<file path="src/rtl/pc_branch_sequencer_pkg.sv">
`default_nettype none
// ============================================================================
//  Module      : mips_seq_pkg
//  Description : Shared types and constants for the PC / branch sequencer.
//                State encoding of the fetch/execute FSM and the pc_src codes
//                reported for the last committed instruction.
//  Revision    : 1.0 - initial release
// ============================================================================
package mips_seq_pkg;

    typedef enum logic [1:0] {
        IDLE  = 2'd0,
        FETCH = 2'd1,
        EXEC  = 2'd2
    } seq_state_t;

    localparam logic [1:0] PC_SRC_SEQ = 2'd0;
    localparam logic [1:0] PC_SRC_BR  = 2'd1;
    localparam logic [1:0] PC_SRC_JMP = 2'd2;

endpackage : mips_seq_pkg
`default_nettype wire

</file>
<file path="src/rtl/pc_branch_sequencer_next_pc_calc.sv">
`default_nettype none
// ============================================================================
//  Module      : next_pc_calc
//  Description : Combinational next-PC selection for one committed instruction.
//                Jump overrides branch; a conditional branch is taken when
//                branch & (alu_zero ^ branch_ne).
//  Ports       : pc, branch, branch_ne, alu_zero, jump, branch_off, jump_idx (in)
//                next_pc, pc_src (out)
//  Revision    : 1.0 - initial release
// ============================================================================
module next_pc_calc
    import mips_seq_pkg::*;
(
    input  logic [31:0] pc,
    input  logic        branch,
    input  logic        branch_ne,
    input  logic        alu_zero,
    input  logic        jump,
    input  logic [31:0] branch_off,
    input  logic [25:0] jump_idx,
    output logic [31:0] next_pc,
    output logic [1:0]  pc_src
);

    logic [31:0] w_pc4;
    logic [31:0] w_btgt;
    logic [31:0] w_jtgt;
    logic        w_taken;

    // All arithmetic is modulo 2^32, so pc and targets wrap naturally.
    assign w_pc4   = pc + 32'd4;
    assign w_btgt  = w_pc4 + (branch_off << 2);
    assign w_jtgt  = {w_pc4[31:28], jump_idx, 2'b00};
    // XOR with branch_ne turns beq into bne; alu_zero is don't-care without branch.
    assign w_taken = branch & (alu_zero ^ branch_ne);

    always_comb begin
        next_pc = w_pc4;
        pc_src  = PC_SRC_SEQ;
        if (jump) begin
            next_pc = w_jtgt;
            pc_src  = PC_SRC_JMP;
        end else if (w_taken) begin
            next_pc = w_btgt;
            pc_src  = PC_SRC_BR;
        end
    end

endmodule : next_pc_calc
`default_nettype wire

</file>
<file path="src/rtl/pc_branch_sequencer.sv">
`default_nettype none
// ============================================================================
//  Module      : pc_branch_sequencer
//  Description : Fetch/execute sequencer for a single-cycle MIPS datapath.
//                Fetches one instruction over an imem req/ack handshake, hands
//                it to the datapath with a one-cycle instr_valid, and on
//                ex_done commits the next PC and updates retire/taken counters.
//  Ports       : clk, rst_n (async active-low), run
//                imem_req/imem_addr/imem_ack/imem_rdata  - instruction fetch
//                instr/instr_valid                       - to decoder
//                ex_done/branch/branch_ne/alu_zero/jump/branch_off/jump_idx
//                pc, pc_src, busy, retire_cnt, taken_cnt - status / debug
//  Revision    : 1.0 - initial release
// ============================================================================
module pc_branch_sequencer
    import mips_seq_pkg::*;
#(
    parameter logic [31:0] RESET_PC = 32'h0000_0000,
    parameter int          CNT_W    = 32
) (
    input  logic             clk,
    input  logic             rst_n,
    input  logic             run,
    output logic             imem_req,
    output logic [31:0]      imem_addr,
    input  logic             imem_ack,
    input  logic [31:0]      imem_rdata,
    output logic [31:0]      instr,
    output logic             instr_valid,
    input  logic             ex_done,
    input  logic             branch,
    input  logic             branch_ne,
    input  logic             alu_zero,
    input  logic             jump,
    input  logic [31:0]      branch_off,
    input  logic [25:0]      jump_idx,
    output logic [31:0]      pc,
    output logic [1:0]       pc_src,
    output logic             busy,
    output logic [CNT_W-1:0] retire_cnt,
    output logic [CNT_W-1:0] taken_cnt
);

    seq_state_t       r_state;
    logic [31:0]      r_pc;
    logic [31:0]      r_instr;
    logic [1:0]       r_pc_src;
    logic             r_imem_req;
    logic             r_instr_valid;
    logic             r_busy;
    logic [CNT_W-1:0] r_retire_cnt;
    logic [CNT_W-1:0] r_taken_cnt;

    logic [31:0]      w_next_pc;
    logic [1:0]       w_pc_src;

    next_pc_calc u_next_pc_calc (
        .pc         (r_pc),
        .branch     (branch),
        .branch_ne  (branch_ne),
        .alu_zero   (alu_zero),
        .jump       (jump),
        .branch_off (branch_off),
        .jump_idx   (jump_idx),
        .next_pc    (w_next_pc),
        .pc_src     (w_pc_src)
    );

    // Outputs are registered alongside the state so they change exactly on
    // the transition edges; imem_req and busy are set on entry to FETCH.
    always_ff @(posedge clk or negedge rst_n) begin
        if (!rst_n) begin
            r_state       <= IDLE;
            r_pc          <= RESET_PC;
            r_instr       <= 32'd0;
            r_pc_src      <= PC_SRC_SEQ;
            r_imem_req    <= 1'b0;
            r_instr_valid <= 1'b0;
            r_busy        <= 1'b0;
            r_retire_cnt  <= '0;
            r_taken_cnt   <= '0;
        end else begin
            case (r_state)
                IDLE: begin
                    if (run) begin
                        r_state    <= FETCH;
                        r_imem_req <= 1'b1;
                        r_busy     <= 1'b1;
                    end
                end
                FETCH: begin
                    // run is deliberately not sampled here; the fetch always completes.
                    if (imem_ack) begin
                        r_instr       <= imem_rdata;
                        r_imem_req    <= 1'b0;
                        r_instr_valid <= 1'b1;
                        r_state       <= EXEC;
                    end
                end
                EXEC: begin
                    r_instr_valid <= 1'b0;
                    if (ex_done) begin
                        r_pc         <= w_next_pc;
                        r_pc_src     <= w_pc_src;
                        r_retire_cnt <= r_retire_cnt + 1'b1;
                        if (w_pc_src != PC_SRC_SEQ) begin
                            r_taken_cnt <= r_taken_cnt + 1'b1;
                        end
                        if (run) begin
                            r_state    <= FETCH;
                            r_imem_req <= 1'b1;
                        end else begin
                            r_state <= IDLE;
                            r_busy  <= 1'b0;
                        end
                    end
                end
                default: begin
                    r_state       <= IDLE;
                    r_imem_req    <= 1'b0;
                    r_instr_valid <= 1'b0;
                    r_busy        <= 1'b0;
                end
            endcase
        end
    end

    assign imem_req    = r_imem_req;
    assign imem_addr   = r_pc;
    assign instr       = r_instr;
    assign instr_valid = r_instr_valid;
    assign pc          = r_pc;
    assign pc_src      = r_pc_src;
    assign busy        = r_busy;
    assign retire_cnt  = r_retire_cnt;
    assign taken_cnt   = r_taken_cnt;

endmodule : pc_branch_sequencer
`default_nettype wire

</file>
<file path="config.mk">
export PLATFORM = sky130hd
export DESIGN_NAME = pc_branch_sequencer
export DESIGN_NICKNAME = d
export VERILOG_FILES = /design/src/rtl/pc_branch_sequencer_pkg.sv /design/src/rtl/pc_branch_sequencer_next_pc_calc.sv /design/src/rtl/pc_branch_sequencer.sv
export SDC_FILE = /design/constraint.sdc
export NUM_CORES = 1
export LEC_CHECK = 0
export BUFFER_PORTS_ARGS = -buffer_cell sky130_fd_sc_hd__buf_2
export CORE_UTILIZATION = 28
export CTS_BUF_LIST = sky130_fd_sc_hd__clkbuf_4
export DETAILED_ROUTE_END_ITERATION = 10
export GPL_TIMING_DRIVEN = 1
export SETUP_SLACK_MARGIN = 0.15
export SYNTH_ARGS = -nofsm -noshare
export SYNTH_HDL_FRONTEND = slang
export SYNTH_SLANG_ARGS = --single-unit
</file>
<file path="constraint.sdc">
create_clock -name clk -period 3.2 [get_ports clk]
set_input_delay 0.32 -clock clk [delete_from_list [all_inputs] [get_ports clk]]
set_output_delay 0.32 -clock clk [all_outputs]
set_load 0.02 [all_outputs]
</file>
==> implementation parameters <==
Parameter                              Value

Routing
  First DRT Iteration DRCs ... 375
  Via/cell ratio ... approximately 4.8
  Total via count in the routed design ... about 8000
  Total wirelength of the detailed-routed design ... about 27 mm
  Antenna viol nets, final ... 0
  Detailed-router iteration count before antenna repair ... 5
  Wire length per cell ... ~16 um
  Number of remaining DRC errors ... 0

Worst hold path
  Hold WC Path Type ... primary input to flop

Setup path
  Kind of cell with the highest combined delay on the critical path ... simple AND/OR/NAND/NOR gates
  Cell-by-cell trace of the critical path ... ha_4 > nand3_4 > buf_4 > nor2_2 > xor2_1 > ha_2 > buf_4 > o21ai_0 > nand2b_1 > a21oi_2 > or3_4 > nand3_2 > a21oi_2 > o31a_1 > xnor2_1 > mux2i_1 > a21oi_1
  Worst Setup Path Type ... flop to flop
  Critical Path Max Stage Delay ... roughly 500 ps
  Critical path peak fanout ... 5
  Count of buffer and inverter cells on the critical path ... 2
  Setup crit end kind ... flop
  Critical path startpoint category ... flop
  Slowest stage cell on the critical path ... sky130_fd_sc_hd__dfrtp_2
  Data required, critical path ... approximately 3600 ps
  Data arrival, critical path ... roughly 3800 ps

Logic synthesis
  Post-synth top area share ... 0.404
  Warnings, synthesis ... 0
  Post-synth EDFFs ... 0
  Most common cell in the synthesized netlist ... sky130_fd_sc_hd__dfrtp_1
  Library cell with the largest summed area after synthesis ... sky130_fd_sc_hd__dfrtp_1
  Ranking of synthesized cells by instance count ... 133 x sky130_fd_sc_hd__dfrtp_1, 97 x sky130_fd_sc_hd__nand2_1, 75 x sky130_fd_sc_hd__xnor2_1
  Syn Area/Cell ... 9.42 sq um
  Synthesized area ... 8230 sq um
  Top post-synthesis cells by area ... sky130_fd_sc_hd__dfrtp_1 40%, sky130_fd_sc_hd__xnor2_1 8.0%, sky130_fd_sc_hd__ha_1 5.9%
  Share of async-settable or async-resettable flops after synthesis ... 1.00
  Most instantiated flip-flop cell in the synthesis netlist ... sky130_fd_sc_hd__dfrtp_1
  Post-synthesis sequential area ratio ... 0.404
  Synthesized flop and latch total ... roughly 130
  Count of mapped cells out of synthesis ... just under 900
  Number of distinct library cells after synthesis ... 64

STA
  Slew Viols, Final ... 0
  Final setup slack of the worst path ... -207 ps
  Fin. Hold Viols ... 0
  Final clock period utilization by the worst path ... 1.06
  Worst slew margin ... 0.549
  Final Setup Violations ... 12
  Total negative setup slack ... -1390 ps
  Hold_ws ... just over 50 ps
  Worst setup skew after layout ... about 44 ps
  Unrepaired setup endpoints after global routing ... yes
  Top achievable clock speed ... 0.293 GHz
  Final Critical Period ... about 3400 ps
  Slew at the pin closest to its max-slew limit ... between 600 and 700 ps

Power
  Switching power as a share of total power ... 0.448
  Combinational power share ... 0.616
  Clock share of power ... 0.133
  Internal cell power ... 5.51 mW
  Power density normalized to cell area ... 827 nW/um^2
  Switch Pwr ... 4.48 mW
  Highest ir drop seen on vdd ... approximately 0.42 mV
  Part of the total power dissipated in sequential elements ... 0.251
  LEAKAGE ... a little under 6 nW

Place
  Post-detailed-placement half-perimeter wirelength ... slightly below 20 mm
  Final weighted congestion in routability-driven placement ... roughly 0.83
  Count of buffers inserted at the top-level ports ... roughly 260

Die
  Die boundary width ... around 170 um
  Area of the die ... 30100 sq um
  Top-Level Pins ... between 200 and 300
  Row Count ... 62
  Core outline area ... around 29000 sq um
  Die outline height ... around 170 um
  Effective utilization at floorplan ... 0.286

CTS
  Worst-skew pair later-pin latency ... about 550 ps
  Clk slew on worst S/H paths ... roughly 150 ps
  Clock tree buffer depth ... 2
  Clock tree from TritonCTS ... done
  Clk root buf ... sky130_fd_sc_hd__clkbuf_4
  CTS Buf Count ... 17
  Number of clock sinks seen by CTS ... 133
  H-tree levels ... 4

Layout
  Sequential cell area ... roughly 3300 sq um
  Total number of nets in the final design ... between 1000 and 1500
  Syn-to-layout area delta ... 46.8%
  Fraction of final layout cells with drive strength greater than 1 ... 0.454
  Fill cells ... 2829
  Multi-input gate area in the final layout ... 5040 sq um

GRT
  Overall global routing resource usage ... 0.177
  Global-route wire length before repair ... approximately 42 mm
  Initial antenna violation count ... 1
  Via count of the first global-routing pass ... slightly below 8000
  Total congestion overflow after global routing ... 0
  Pin count of the biggest net entering global routing ... just over 60

Run status
  Violations in the final reports ... setup timing
  Result of the run ... complete, but fails checks

Run
  Max capacitance violation total ... 0
routing by layer:
layer / global-route usage / up-vias / part of all wire
li1: - / 3866 / -
met1: 0.237 / 3827 / 0.46
met2: 0.291 / 265 / 0.46
met3: 0.0307 / 27 / 0.058
met4: 0.0531 / 0 / 0.018
met5: 0 / - / 0
registers in the layout, indices dropped and copies added (netlist names):
register / count
instr_valid: 1
taken_cnt: 32
busy: 1
pc_src: 2
imem_addr: 30
imem_req: 1
retire_cnt: 32
instr: 32
r_state: 2
cells in the final DEF (no fill, tap or decap), types with 14 or more instances in the layout:
cell	instances
sky130_fd_sc_hd__buf_2	256
sky130_fd_sc_hd__nand4_1	16
sky130_fd_sc_hd__a21o_1	15
sky130_fd_sc_hd__clkbuf_4	17
sky130_fd_sc_hd__buf_4	143
sky130_fd_sc_hd__o21ai_0	27
sky130_fd_sc_hd__nor2_1	52
sky130_fd_sc_hd__a21oi_1	27
sky130_fd_sc_hd__dlygate4sd3_1	39
sky130_fd_sc_hd__dfrtp_1	122
sky130_fd_sc_hd__a21oi_2	14
sky130_fd_sc_hd__and3_1	15
sky130_fd_sc_hd__inv_1	15
sky130_fd_sc_hd__o21ai_1	15
sky130_fd_sc_hd__xnor2_1	64
sky130_fd_sc_hd__mux2_2	33
sky130_fd_sc_hd__xor2_1	37
sky130_fd_sc_hd__nand2_1	93
sky130_fd_sc_hd__ha_1	31
sky130_fd_sc_hd__nand3_1	41
cell families (layout without fill, tap and decap cells):
logic type / after synthesis / count (layout) / share of synthesized area
buffers and inverters: 77 / 493 / 0.0515
other: 1 / 5 / 0.000455
adder cells (fa/ha/maj): 40 / 40 / 0.0617
flip-flops: 133 / 133 / 0.404
XOR/XNOR: 115 / 115 / 0.122
multiplexers: 39 / 39 / 0.0524
AND/OR/NAND/NOR: 308 / 308 / 0.188
AO/OA/AOI/OAI: 161 / 161 / 0.120
power by group through the flow:
stage | clock [mW] | combinational, mW | sequential, mW
floorplan | 0 | 2.75 | 3.12
global placement | 0 | 5.37 | 2.49
detailed placement | 0 | 5.41 | 2.52
CTS | 1.38 | 5.74 | 2.49
global route | 1.45 | 6.60 | 2.57
finish | 1.33 | 6.15 | 2.51
stage by stage:
| step | area [sq um] | total power [mW] | util | setup WS [ps] | cells |
|---|---|---|---|---|---|
| 2_1_floorplan | 8350 | 5.87 | - | -210 | 877 |
| 3_3_place_gp | 10700 | 7.85 | 0.373 | -226 | 1590 |
| 3_5_place_dp | 10700 | 7.93 | 0.373 | -293 | 1590 |
| 4_1_cts | 11700 | 9.61 | 0.408 | -137 | 1667 |
| 5_1_grt | 12100 | 10.6 | 0.420 | -356 | 1678 |
| 6_report | 12100 | 9.99 | 0.420 | -207 | 1678 |
worst reg2reg max path, stage by stage (launching register included):
cell	delay, ps
sky130_fd_sc_hd__dfrtp_2	500
sky130_fd_sc_hd__ha_4	190
sky130_fd_sc_hd__nand3_4	100
sky130_fd_sc_hd__buf_4	120
sky130_fd_sc_hd__nor2_2	30
sky130_fd_sc_hd__xor2_1	160
sky130_fd_sc_hd__ha_2	360
sky130_fd_sc_hd__buf_4	150
sky130_fd_sc_hd__o21ai_0	120
sky130_fd_sc_hd__nand2b_1	120
sky130_fd_sc_hd__a21oi_2	70
sky130_fd_sc_hd__or3_4	390
sky130_fd_sc_hd__nand3_2	90
sky130_fd_sc_hd__a21oi_2	60
sky130_fd_sc_hd__o31a_1	350
sky130_fd_sc_hd__xnor2_1	160
sky130_fd_sc_hd__mux2i_1	200
sky130_fd_sc_hd__a21oi_1	90
worst paths after layout:
| path | startpoint | cells after the start | to | slack [ps] |
|---|---|---|---|---|
| min | jump_idx[14] | 3 | imem_addr[16] | 50 |
| min reg2reg | retire_cnt[31] | 1 | retire_cnt[31] | 480 |
| max | imem_addr[3] | 17 | imem_addr[26] | -210 |
| max reg2reg | imem_addr[3] | 17 | imem_addr[26] | -210 |
| max in group asynchronous | rst_n | 3 | taken_cnt[2] | 2070 |
| min in group asynchronous | rst_n | 2 | retire_cnt[21] | 330 |
layout make-up:
class                           count  area share
Multi-Input combinational cell    667       0.417
Sequential cell                   133       0.277
Timing Repair Buffer              446       0.235
Tap cell                          384      0.0398
Clock inverter                     14      0.0155
Clock buffer                       17      0.0106
Inverter                           16     0.00497
Antenna cell                        1    0.000207
repair_timing:
| item | CTS | global route |
|---|---|---|
| setup endpoints to repair | 20 | 21 |
| hold endpoints to repair | 96 | 0 |
| resized for setup | 55 | 60 |
| pin swaps | 29 | 53 |
| buffers inserted | 7 | 10 |
| hold buffers | 39 | 0 |
Note: power is estimated with default switching activity, not from simulation.
